### src/rtl/tx_frame_scheduler.sv
`default_nettype none
// ============================================================================
// Module   : tx_frame_scheduler
// Purpose  : Round-robin byte-frame scheduler for two requesters. Each frame is
//            sent as preamble, sync word, payload, then an idle gap.
// Revision : 1.0 - initial release
// ============================================================================
module tx_frame_scheduler #(
   parameter int          PREAMBLE_LEN  = 4,
   parameter logic [7:0]  PREAMBLE_BYTE = 8'h55,
   parameter logic [15:0] SYNC_WORD     = 16'hD391,
   parameter int          MAX_PAYLOAD   = 64,
   parameter int          GAP_CYCLES    = 8
) (
   input  logic        clk,
   input  logic        rst,
   input  logic [1:0]  in_valid,
   input  logic [15:0] in_data,
   input  logic [1:0]  in_last,
   output logic [1:0]  in_ready,
   output logic        out_valid,
   output logic [7:0]  out_data,
   input  logic        out_ready,
   output logic [1:0]  grant,
   output logic        busy,
   output logic        frame_done,
   output logic        err_trunc
);

   localparam int c_PRE_W = (PREAMBLE_LEN > 1) ? $clog2(PREAMBLE_LEN) : 1;
   localparam int c_PAY_W = $clog2(MAX_PAYLOAD + 1);
   localparam int c_GAP_W = (GAP_CYCLES > 0) ? $clog2(GAP_CYCLES + 1) : 1;

   localparam logic [2:0] c_IDLE     = 3'd0;
   localparam logic [2:0] c_PREAMBLE = 3'd1;
   localparam logic [2:0] c_SYNC     = 3'd2;
   localparam logic [2:0] c_PAYLOAD  = 3'd3;
   localparam logic [2:0] c_DRAIN    = 3'd4;
   localparam logic [2:0] c_GAP      = 3'd5;

   logic [2:0]         r_state;
   logic [2:0]         w_state_nxt;
   logic [c_PRE_W-1:0] r_pre_cnt;
   logic               r_sync_lo;
   logic [c_PAY_W-1:0] r_pay_cnt;
   logic [c_GAP_W-1:0] r_gap_cnt;
   logic               r_last_served;
   logic               r_gidx;
   logic [1:0]         r_grant;
   logic               r_out_valid;
   logic [7:0]         r_out_data;

   logic               w_load_en;
   logic               w_load;
   logic [7:0]         w_load_data;
   logic               w_pick;
   logic               w_sel_valid;
   logic               w_sel_last;
   logic [7:0]         w_sel_data;
   logic               w_xfer;
   logic               w_pre_end;
   logic               w_pay_full;
   logic               w_gap_done;

   assign w_load_en   = !r_out_valid || out_ready;
   assign w_pick      = in_valid[~r_last_served] ? ~r_last_served : r_last_served;
   assign w_sel_valid = r_gidx ? in_valid[1] : in_valid[0];
   assign w_sel_last  = r_gidx ? in_last[1]  : in_last[0];
   assign w_sel_data  = r_gidx ? in_data[15:8] : in_data[7:0];
   assign w_xfer      = (r_state == c_PAYLOAD) && w_sel_valid && w_load_en;
   assign w_pre_end   = (r_pre_cnt == c_PRE_W'(PREAMBLE_LEN - 1));
   assign w_pay_full  = (r_pay_cnt == c_PAY_W'(MAX_PAYLOAD - 1));
   // The gap only starts counting once the last byte has left the output register.
   assign w_gap_done  = (r_state == c_GAP) && !r_out_valid &&
                        (r_gap_cnt == c_GAP_W'(GAP_CYCLES));

   always_ff @(posedge clk or negedge rst) begin
      if (!rst) r_state <= c_IDLE;
      else      r_state <= w_state_nxt;
   end

   always_comb begin
      w_state_nxt = r_state;
      case (r_state)
         c_IDLE:     if (|in_valid) w_state_nxt = c_PREAMBLE;
         c_PREAMBLE: if (w_load_en && w_pre_end) w_state_nxt = c_SYNC;
         c_SYNC:     if (w_load_en && r_sync_lo) w_state_nxt = c_PAYLOAD;
         c_PAYLOAD: begin
            if (w_xfer) begin
               if (w_sel_last)      w_state_nxt = c_GAP;
               else if (w_pay_full) w_state_nxt = c_DRAIN;
            end
         end
         c_DRAIN:    if (w_sel_valid && w_sel_last) w_state_nxt = c_GAP;
         c_GAP:      if (w_gap_done) w_state_nxt = c_IDLE;
         default:    w_state_nxt = c_IDLE;
      endcase
   end

   always_comb begin
      w_load      = 1'b0;
      w_load_data = 8'h00;
      in_ready    = 2'b00;
      err_trunc   = 1'b0;
      frame_done  = 1'b0;
      case (r_state)
         c_PREAMBLE: begin
            w_load      = w_load_en;
            w_load_data = PREAMBLE_BYTE;
         end
         c_SYNC: begin
            w_load      = w_load_en;
            w_load_data = r_sync_lo ? SYNC_WORD[7:0] : SYNC_WORD[15:8];
         end
         c_PAYLOAD: begin
            in_ready    = w_load_en ? r_grant : 2'b00;
            w_load      = w_xfer;
            w_load_data = w_sel_data;
            err_trunc   = w_xfer && !w_sel_last && w_pay_full;
         end
         c_DRAIN:    in_ready   = r_grant;
         c_GAP:      frame_done = w_gap_done;
         default: ;
      endcase
   end

   always_ff @(posedge clk or negedge rst) begin
      if (!rst) begin
         r_out_valid <= 1'b0;
         r_out_data  <= 8'h00;
      end else if (w_load) begin
         r_out_valid <= 1'b1;
         r_out_data  <= w_load_data;
      end else if (out_ready) begin
         r_out_valid <= 1'b0;
      end
   end

   always_ff @(posedge clk or negedge rst) begin
      if (!rst) begin
         r_pre_cnt     <= '0;
         r_sync_lo     <= 1'b0;
         r_pay_cnt     <= '0;
         r_gap_cnt     <= '0;
         r_last_served <= 1'b1;
         r_gidx        <= 1'b0;
         r_grant       <= 2'b00;
      end else begin
         case (r_state)
            c_IDLE: begin
               r_pre_cnt <= '0;
               r_sync_lo <= 1'b0;
               r_pay_cnt <= '0;
               r_gap_cnt <= '0;
               if (|in_valid) begin
                  r_gidx        <= w_pick;
                  r_last_served <= w_pick;
                  r_grant       <= w_pick ? 2'b10 : 2'b01;
               end
            end
            c_PREAMBLE: begin
               if (w_load_en) r_pre_cnt <= w_pre_end ? '0 : r_pre_cnt + 1'b1;
            end
            c_SYNC: begin
               if (w_load_en) r_sync_lo <= !r_sync_lo;
            end
            c_PAYLOAD: begin
               if (w_xfer) r_pay_cnt <= r_pay_cnt + 1'b1;
            end
            c_GAP: begin
               if (w_gap_done)        r_grant   <= 2'b00;
               else if (!r_out_valid) r_gap_cnt <= r_gap_cnt + 1'b1;
            end
            default: ;
         endcase
      end
   end

   assign out_valid = r_out_valid;
   assign out_data  = r_out_data;
   assign grant     = r_grant;
   assign busy      = (r_state != c_IDLE);

endmodule
`default_nettype wire

### config.mk
export PLATFORM = sky130hd
export DESIGN_NAME = tx_frame_scheduler
export DESIGN_NICKNAME = d
export VERILOG_FILES = /design/src/rtl/tx_frame_scheduler.sv
export SDC_FILE = /design/constraint.sdc
export NUM_CORES = 1
export LEC_CHECK = 0
export CAP_MARGIN = 20
export CORE_UTILIZATION = 49
export CTS_CLUSTER_DIAMETER = 40
export CTS_CLUSTER_SIZE = 8
export DETAILED_ROUTE_END_ITERATION = 6
export GPL_TIMING_DRIVEN = 0
export PLACE_DENSITY = 0.79
export SETUP_SLACK_MARGIN = 0.2
export SLEW_MARGIN = 20
export SYNTH_ARGS = -nofsm -noshare
export SYNTH_HDL_FRONTEND = slang
export SYNTH_SLANG_ARGS = --single-unit
export TNS_END_PERCENT = 10
### constraint.sdc
create_clock -name clk -period 2.3 [get_ports clk]
set_input_delay 0.345 -clock clk [delete_from_list [all_inputs] [get_ports clk]]
set_output_delay 0.345 -clock clk [all_outputs]
set_load 0.05 [all_outputs]
==> flow_metrics.env, run 1 <==
export IMPL_die_area_mm2=0.00367
export IMPL_grt_max_degree=31
export IMPL_crit_required_ns=1.96
export IMPL_status="finished, final reports clean"
export IMPL_peakVddDrop_uv=791
export IMPL_coreArea_mm2=0.00315
export IMPL_drive_above_1_share_pct=20.0
export IMPL_pin_count=39
export IMPL_dr_pass1_iters=4
export IMPL_use_met3_pct=6.82
export IMPL_async_reset_ff_share_pct=100
export IMPL_dp_hpwl_um=3000
export IMPL_placed_area_mm2=0.00212
export IMPL_antennaDiodeCount=0
export IMPL_via_per_inst=5.49
export IMPL_avgSynthCellArea_um2=9.39
export IMPL_holdBufCountCts=0
export IMPL_worstReg2RegEnd="r_state[0]$_DFFE_PN0P_"
export IMPL_route_detailed_drc=0
export IMPL_detail_route_antenna_nets=0
export IMPL_power_leakage_nw=0.962
export IMPL_grt_use_met1_pct=33.2
export IMPL_clock_root_buffer="clkbuf_4"
export IMPL_cp_top_family="simple AND/OR/NAND/NOR gates"
export IMPL_timing_slew_headroom_pct=53.6
export IMPL_grt_overflow_total=0
export IMPL_synth_top_cells_by_area="dfrtp_1 43%, mux2_2 4.7%, nor2_1 4.2%, a21oi_1 3.9%, o21ai_0 3.6%"
export IMPL_path_clk_slew_ns=0.10
export IMPL_rr_worst_depth=7
export IMPL_netlist_instances=179
export IMPL_drt_iter0_markers=105
export IMPL_num_vias=1503
export IMPL_num_rows=20
export IMPL_grtUsageMet2_pct=41.3
export IMPL_rsz0062_at_grt="yes"
export IMPL_end_kind="primary output"
export IMPL_synth_edf_count=0
export IMPL_clock_fmax_ghz=0.468
export IMPL_area_delta_synth_final_pct=34.3
export IMPL_grt_busiest_layer="met2"
export IMPL_gp_congestion=0.878
export IMPL_arrival_ns=1.79
export IMPL_io_buffers=38
export IMPL_cts_tree="built"
export IMPL_cts_made_buffers=5
export IMPL_die_y_um=60.6
export IMPL_htree_num_levels=2
export IMPL_clock_latency_ns=0.34
export IMPL_start_util_pct=53.3
export IMPL_fin_area_mm2=0.00226
export IMPL_worst_path_stages=6
export IMPL_netlist_area_leader_share_pct=43.2
export IMPL_ys_types=42
export IMPL_critPathKind="reg -> out"
export IMPL_crit_reg2reg_launch="r_gap_cnt[0]$_DFFE_PN0P_"
export IMPL_hold_viol=0
export IMPL_cap_violations=0
export IMPL_ff2ff_setup_slack_ns=0.22
export IMPL_antenna_found_initial=0
export IMPL_grt_pass1_wl_um=6800
export IMPL_grt_util_all_layers_pct=25.4
export IMPL_startpoint_type="register"
export IMPL_die_w_um=60.6
export IMPL_fin_nets=256
export IMPL_synth_seq_area_share_pct=44.7
export IMPL_setup_viol_count_final=0
export IMPL_synth_nets=206
export IMPL_clock_path_buffers=2
export IMPL_crit_path_cell_trace="buf_4 -> nand3b_1 -> or3_4 -> buf_8 -> nor2_4 -> buf_6"
export IMPL_grt_pass1_vias=1503
export IMPL_yosys_area_top_type="dfrtp_1"
export IMPL_ys_warn_count=0
export IMPL_worst_pin_slew_ns=0.696
export IMPL_worst_path_largest_cell_delay_ns=0.43
export IMPL_powerDensity_mw_per_mm2=1330
export IMPL_finClkSkew_ns=0.0119
export IMPL_fin_util_pct=71.6
export IMPL_crit_buf_inv=3
export IMPL_clkSinkCount=30
export IMPL_crit_fanout=9
export IMPL_drv_slew=0
export IMPL_hold_path_class="in -> async"
export IMPL_wl_per_cell_um=15.3
export IMPL_nFillCells=250
export IMPL_netlist_area_mm2=0.00168
export IMPL_period_needed_ns=2.14
export IMPL_wl_um=4200
export IMPL_synth_ff_type="dfrtp_1"
export IMPL_synth_seq_cells=30
export IMPL_slowest_stage="or3_4"
export IMPL_finalCritPeriodShare_pct=92.8
-- timing repair --
action,4_1_cts,5_1_grt
endpoints found under the hold margin,0,0
gates resized for setup,40,2
endpoints found under the setup margin,6,12
pin swaps,1,0
setup buffers,5,0
-- flip-flops by register name (all words and copies together) (netlist names) --
| register | flops |
|---|---|
| r_sync_lo | 1 |
| r_last_served | 1 |
| out_valid | 1 |
| r_gap_cnt | 4 |
| out_data | 8 |
| r_pay_cnt | 7 |
| grant | 2 |
| r_gidx | 1 |
| r_state | 3 |
| r_pre_cnt | 2 |
-- metal layers --
layer  wire [um]  share of wire, %
met5           0                 0
met4          45               1.1
met3         191               4.5
met2        2070                49
met1        1890                45
-- power by group --
part           switching [W]  total, W  internal (W)  leakage (nW)
sequential          0.000115  0.000830      0.000715         0.378
clock               0.000192  0.000340      0.000148        0.0353
combinational        0.00113   0.00184      0.000708         0.549
-- cells in the mapped netlist, types with 2 or more instances --
cell type	instances
xor2_1	2
clkbuf_1	5
nor2_1	19
o31ai_1	2
or2_2	2
a31oi_1	2
a21oi_1	13
o21ai_0	12
nand3b_1	2
nand2b_1	3
dfrtp_1	29
a22o_1	5
nor2b_1	5
mux2_2	7
buf_2	3
inv_1	8
nor3_2	3
mux2i_1	5
nand3_1	9
ha_1	4
nor3_1	3
nand2_1	9
xnor2_1	3
a211oi_1	3
or3_1	4
-- how the worst max path moves through the flow --
| stage | start | endpoint |
|---|---|---|
| after detailed placement | out_ready | err_trunc |
| after global placement | out_ready | err_trunc |
| after global routing | r_state[1]$_DFFE_PN0P_ | err_trunc |
| final | r_state[0]$_DFFE_PN0P_ | err_trunc |
| after floorplan | out_valid$_DFFE_PN0P_ | err_trunc |
| after CTS | r_state[0]$_DFFE_PN0P_ | err_trunc |
-- layout make-up --
| cell class | instances | area [um2] | share of cell area (%) |
|---|---|---|---|
| multi-input cells | 130 | 881 | 39.0 |
| flip-flops and latches | 30 | 754 | 33.4 |
| repair buffers | 43 | 400 | 17.7 |
| plain buffers | 10 | 73.8 | 3.27 |
| clock buffers | 7 | 55.1 | 2.44 |
| well taps | 44 | 55.1 | 2.44 |
| inverters | 9 | 33.8 | 1.50 |
| clock inverters | 1 | 5.00 | 0.222 |
-- through the flow --
stage | worst slack [ns] | power, W | hold slack (ns) | TNS (ns) | cells
2_1_floorplan | 0.275 | 0.00205 | 0.0494 | 0 | 179
3_3_place_gp | -0.627 | 0.00249 | 0.489 | -0.915 | 261
3_5_place_dp | -0.633 | 0.00256 | 0.423 | -1.02 | 261
4_1_cts | 0.181 | 0.00298 | 0.0528 | 0 | 274
5_1_grt | 0.102 | 0.00321 | 0.0877 | 0 | 274
6_report | 0.165 | 0.00301 | 0.0363 | 0 | 274
-- cell families after synthesis --
family / synth area share, %
compound gates: 15.8
buf+inv: 4.69
flops: 44.7
xor+xnor: 2.60
fa+ha+maj: 2.98
simple gates: 20.8
mux: 8.33
-- placed cells by master, fill, tap and decap left out, types with 3 or more instances in the layout --
cell type / Yosys / routed
a211oi_1: 3 / 3
a21oi_1: 13 / 13
a22o_1: 5 / 5
buf_2: 3 / 4
buf_4: 1 / 7
clkbuf_1: 5 / 4
clkbuf_4: 0 / 6
clkdlybuf4s50_1: 0 / 30
dfrtp_1: 29 / 27
dlygate4sd2_1: 0 / 3
ha_1: 4 / 4
inv_1: 8 / 8
mux2_2: 7 / 7
mux2i_1: 5 / 5
nand2_1: 9 / 9
nand2b_1: 3 / 3
nand3_1: 9 / 9
nor2_1: 19 / 17
nor2b_1: 5 / 5
nor3_1: 3 / 3
o21ai_0: 12 / 12
or3_1: 4 / 3
xnor2_1: 3 / 3
No activity file was read; power rests on OpenSTA's default activity.
==> inputs of run 2 (changes only) <==
==> constraint.sdc (replaced) <==
create_clock -name clk -period 2.3 [get_ports clk]
set_input_delay 0.46 -clock clk [delete_from_list [all_inputs] [get_ports clk]]
set_output_delay 0.46 -clock clk [all_outputs]
set_load 0.05 [all_outputs]
==> flow_metrics.env, run 2 (synthesis results as in run 1) <==
export IMPL_status="finished, final reports clean"
export IMPL_crit_top_cell="buf_6"
export IMPL_gp_congestion=0.873
export IMPL_period_needed_ns=2.22
export IMPL_route_detailed_drc=0
export IMPL_final_common_cell="clkdlybuf4s50_1"
export IMPL_finalCritPeriodShare_pct=96.5
export IMPL_ff2ff_setup_slack_ns=0.17
export IMPL_internal_power_w=0.00159
export IMPL_cts_tree="built"
export IMPL_mostFrequentLayoutCells="29 x clkdlybuf4s50_1, 27 x dfrtp_1, 17 x nor2_1"
export IMPL_clock_fmax_ghz=0.451
export IMPL_peakVddDrop_uv=902
export IMPL_antenna_found_initial=0
export IMPL_crit_fanout=3
export IMPL_crit_buf_inv=3
export IMPL_grt_overflow_total=0
export IMPL_pwr_share_comb_pct=61.4
export IMPL_dr_pass1_iters=4
export IMPL_pwr_share_seq_pct=27.8
export IMPL_startpoint_type="register"
export IMPL_powerDensity_mw_per_mm2=1320
export IMPL_fin_util_pct=72.4
export IMPL_power_switching_w=0.00142
export IMPL_grt_util_all_layers_pct=25.5
export IMPL_die_area_mm2=0.00367
export IMPL_num_vias=1566
export IMPL_hold_ws_ns=0.144
export IMPL_rr_worst_depth=6
export IMPL_arrival_ns=1.76
export IMPL_wl_um=4180
export IMPL_rsz0062_at_grt="yes"
export IMPL_end_kind="primary output"
export IMPL_crit_reg2reg_launch="out_valid$_DFFE_PN0P_"
export IMPL_io_buffers=38
export IMPL_swShare_pct=47.2
export IMPL_clock_root_buffer="clkbuf_4"
export IMPL_cp_top_family="simple AND/OR/NAND/NOR gates"
export IMPL_die_w_um=60.6
export IMPL_critPathKind="reg -> out"
export IMPL_detail_route_antenna_nets=0
export IMPL_start_util_pct=53.3
export IMPL_grt_pass1_wl_um=6810
export IMPL_drv_slew=0
export IMPL_wl_per_cell_um=15.0
export IMPL_path_clk_slew_ns=0.10
export IMPL_worst_path_largest_cell_delay_ns=0.42
export IMPL_setup_viol_count_final=0
export IMPL_area_delta_synth_final_pct=35.8
export IMPL_pin_count=39
export IMPL_grt_pass1_vias=1514
export IMPL_crit_required_ns=1.84
export IMPL_clkSinkCount=30
export IMPL_num_rows=20
export IMPL_grt_max_degree=31
export IMPL_drive_above_1_share_pct=22.6
export IMPL_worstReg2RegEnd="out_data[3]$_DFFE_PN0P_"
export IMPL_timing_slew_headroom_pct=54.0
export IMPL_hold_path_class="in -> async"
export IMPL_largest_reg_flops=8
export IMPL_finalPower_w=0.00301
export IMPL_crit_path_cell_trace="nor2b_1 -> clkbuf_4 -> or3_4 -> buf_6 -> nor2_4 -> buf_6"
export IMPL_fin_nets=260
export IMPL_cts_made_buffers=5
export IMPL_die_y_um=60.6
export IMPL_hold_viol=0
export IMPL_clock_power_share_pct=10.8
export IMPL_cap_violations=0
export IMPL_htree_num_levels=2
export IMPL_antennaDiodeCount=0
export IMPL_via_per_inst=5.63
export IMPL_slowest_stage="dfrtp_2"
export IMPL_coreArea_mm2=0.00315
export IMPL_clock_latency_ns=0.34
export IMPL_worst_pin_slew_ns=0.684
export IMPL_clock_path_buffers=2
export IMPL_drt_iter0_markers=79
export IMPL_power_leakage_nw=0.977
export IMPL_dp_hpwl_um=3020
export IMPL_finClkSkew_ns=0.0174
-- run 2: changes by cell type in the layout (fill, tap and decap cells not counted), sizes merged --
cell,change
buf,+4
clkdlybuf4s15,+1
clkdlybuf4s50,-1
-- run 2: final cells by class --
| cell class | count | area [um2] |
|---|---|---|
| tap | 44 | 55.1 |
| clock buffer | 7 | 55.1 |
| inverter | 9 | 33.8 |
| buffer | 10 | 63.8 |
| multi-input combinational | 130 | 882 |
| clock inverter | 1 | 5.00 |
| timing repair buffer | 47 | 434 |
| sequential | 30 | 754 |
| fill | 247 | 870 |
-- run 2: worst register-to-register path, delay by kind of cell, from the launching register on --
kind | cells | cell delay [ns]
DFF | 1 | 0.42
and+or+nand+nor | 2 | 0.72
AOI/OAI and AO/OA | 1 | 0.15
buffers and inverters | 3 | 0.70
-- run 2: metrics by stage --
| stage | setup slack [ns] | std cells | cell area (um2) | setup TNS [ns] |
|---|---|---|---|---|
| after floorplan | 0.204 | 179 | 1700 | 0 |
| after global placement | -0.760 | 261 | 2130 | -2.29 |
| after detailed placement | -0.788 | 261 | 2130 | -2.73 |
| after CTS | 0.0818 | 278 | 2270 | 0 |
| after global routing | 0.0155 | 278 | 2280 | 0 |
| final | 0.0815 | 278 | 2280 | 0 |
-- run 2: what timing repair did --
action                                  4_1_cts  5_1_grt
buffers inserted                              9        0
endpoints found under the setup margin       10       13
pin swaps                                     1        0
hold buffers                                  0        0
resized for setup                            39        3
-- run 2: how the worst max path moves through the flow --
stage / slack (ns) / cells after the start / end / from
6_report: 0.08 / 6 / err_trunc / out_valid$_DFFE_PN0P_
5_1_grt: 0.02 / 6 / out_data[3]$_DFFE_PN0P_ / out_valid$_DFFE_PN0P_
4_1_cts: 0.08 / 6 / err_trunc / out_valid$_DFFE_PN0P_
3_5_place_dp: -0.79 / 7 / err_trunc / out_ready
3_3_place_gp: -0.76 / 7 / err_trunc / out_ready
2_1_floorplan: 0.20 / 5 / err_trunc / out_valid$_DFFE_PN0P_
-- run 2: metal layers --
layer  track usage [%]  wire (um)
met4              9.42         78
met1              31.6       1710
met2              42.7       2130
met3              6.82        266
met5                 0          0
-- run 2: power groups by stage --
stage | combinational, W | clock, W | sequential [W]
final | 0.00185 | 0.000327 | 0.000837
after global placement | 0.00166 | 0 | 0.000840
after detailed placement | 0.00171 | 0 | 0.000856
after CTS | 0.00184 | 0.000335 | 0.000834
after floorplan | 0.000900 | 0 | 0.00115
after global routing | 0.00200 | 0.000352 | 0.000859
==> inputs of run 3 (changes only) <==
--- a/config.mk
+++ b/config.mk
@@ -13,3 +13,3 @@
 export GPL_TIMING_DRIVEN = 0
-export PLACE_DENSITY = 0.79
+export PLACE_DENSITY = 0.83
 export SETUP_SLACK_MARGIN = 0.2
==> constraint.sdc (replaced) <==
create_clock -name clk -period 2.3 [get_ports clk]
set_input_delay 0.23 -clock clk [delete_from_list [all_inputs] [get_ports clk]]
set_output_delay 0.23 -clock clk [all_outputs]
set_load 0.05 [all_outputs]
==> flow_metrics.env, run 3 (synthesis results as in run 1) <==
export IMPL_timing_slew_headroom_pct=55.9
export IMPL_dp_cells=261
export IMPL_wl_per_cell_um=15.3
export IMPL_largest_reg_flops=8
export IMPL_rsz0062_at_grt="yes"
export IMPL_drv_slew=0
export IMPL_startpoint_type="register"
export IMPL_period_needed_ns=2.10
export IMPL_arrival_ns=2.32
export IMPL_worst_path_largest_cell_delay_ns=0.43
export IMPL_fin_util_pct=72.5
export IMPL_fin_area_mm2=0.00229
export IMPL_critPathKind="reg -> reg"
export IMPL_cp_top_family="simple AND/OR/NAND/NOR gates"
export IMPL_placed_area_mm2=0.00212
export IMPL_antennaDiodeCount=0
export IMPL_cap_violations=0
export IMPL_htree_num_levels=2
export IMPL_drive_above_1_share_pct=21.6
export IMPL_fin_nets=258
export IMPL_power_leakage_nw=0.974
export IMPL_grtUsageMet2_pct=40.0
export IMPL_setup_viol_count_final=0
export IMPL_nFillCells=232
export IMPL_hold_viol=0
export IMPL_path_clk_slew_ns=0.10
export IMPL_end_kind="register"
export IMPL_slowest_stage="dfrtp_1"
export IMPL_pin_count=39
export IMPL_io_buffers=38
export IMPL_crit_buf_inv=1
export IMPL_area_delta_synth_final_pct=35.9
export IMPL_mostFrequentLayoutCells="32 x clkdlybuf4s50_1, 28 x dfrtp_1, 17 x nor2_1"
export IMPL_clkSinkCount=30
export IMPL_grt_overflow_total=0
export IMPL_start_util_pct=53.3
export IMPL_num_rows=20
export IMPL_coreArea_mm2=0.00315
export IMPL_die_y_um=60.6
export IMPL_hold_ws_ns=0.441
export IMPL_antenna_found_initial=0
export IMPL_regArea_um2=753
export IMPL_grt_util_all_layers_pct=24.3
export IMPL_cts_made_buffers=5
export IMPL_grt_busiest_layer="met2"
export IMPL_crit_fanout=4
export IMPL_multi_input_area_um2=900
export IMPL_crit_path_cell_trace="inv_1 -> ha_1 -> and4bb_2 -> o32ai_2 -> or3_4 -> or2_4 -> mux2_4"
export IMPL_grt_pass1_wl_um=6500
export IMPL_clock_path_buffers=2
export IMPL_gp_congestion=0.859
export IMPL_worst_pin_slew_ns=0.662
export IMPL_wl_um=4210
export IMPL_final_cells=276
export IMPL_route_detailed_drc=0
export IMPL_status="finished, final reports clean"
export IMPL_dr_pass1_iters=4
export IMPL_drt_iter0_markers=66
export IMPL_crit_required_ns=2.52
export IMPL_grt_max_degree=31
export IMPL_powerDensity_mw_per_mm2=1360
export IMPL_dp_hpwl_um=2920
export IMPL_peakVddDrop_uv=621
export IMPL_grt_use_met1_pct=31.1
export IMPL_final_common_cell="clkdlybuf4s50_1"
export IMPL_die_area_mm2=0.00367
export IMPL_die_w_um=60.6
export IMPL_detail_route_antenna_nets=0
export IMPL_finClkSkew_ns=0.0106
export IMPL_finalCritPeriodShare_pct=91.2
export IMPL_via_per_inst=5.59
export IMPL_use_met3_pct=6.18
export IMPL_grt_pass1_vias=1429
export IMPL_hold_path_class="in -> async"
export IMPL_cts_tree="built"
export IMPL_clock_latency_ns=0.34
export IMPL_clock_fmax_ghz=0.477
export IMPL_num_vias=1544
export IMPL_clock_root_buffer="clkbuf_4"
-- run 3: per-stage QoR --
stage / total power [W] / TNS [ns] / setup WS, ns
after global routing: 0.00328 / 0 / 0.162
after detailed placement: 0.00256 / -0.419 / -0.419
final: 0.00310 / 0 / 0.202
after global placement: 0.00250 / -0.427 / -0.427
after CTS: 0.00291 / 0 / 0.160
after floorplan: 0.00205 / 0 / 0.260
-- run 3: worst paths after layout --
kind / from / endpoint / slack [ns] / cells after the start
max: r_gap_cnt[0]$_DFFE_PN0P_ / r_state[0]$_DFFE_PN0P_ / 0.20 / 7
min: rst / r_gidx$_DFFE_PN0P_ / 0.44 / 2
max reg2reg: r_gap_cnt[0]$_DFFE_PN0P_ / r_state[0]$_DFFE_PN0P_ / 0.20 / 7
min reg2reg: out_data[7]$_DFFE_PN0P_ / out_data[7]$_DFFE_PN0P_ / 0.51 / 1
max in group asynchronous: rst / r_state[2]$_DFFE_PN0P_ / 1.38 / 2
min in group clk: out_data[7]$_DFFE_PN0P_ / out_data[7]$_DFFE_PN0P_ / 0.51 / 1
-- run 3: layout make-up --
class | instances | area share (%)
plain buffers | 10 | 2.79
clock buffers | 7 | 2.41
clock inverters | 1 | 0.219
inverters | 9 | 1.48
multi-input cells | 130 | 39.4
flip-flops and latches | 30 | 33.0
well taps | 44 | 2.41
repair buffers | 45 | 18.4
-- run 3: power by group --
part | leakage [nW] | internal, W | switching (W)
sequential | 0.379 | 0.000714 | 0.000122
clock | 0.0353 | 0.000148 | 0.000186
combinational | 0.560 | 0.000777 | 0.00115
total | 0.974 | 0.00164 | 0.00146
-- run 3: what timing repair did --
item	4_1_cts	5_1_grt
gates resized for setup	28	14
endpoints found under the hold margin	29	0
hold buffers	1	0
setup buffers	0	6
pin swaps	2	4
endpoints found under the setup margin	6	11
-- run 3: metal layers --
layer	routed length (um)	part of all wire, %
met1	1850	44
met2	2020	48
met3	273	6.5
met4	68	1.6
met5	0	0
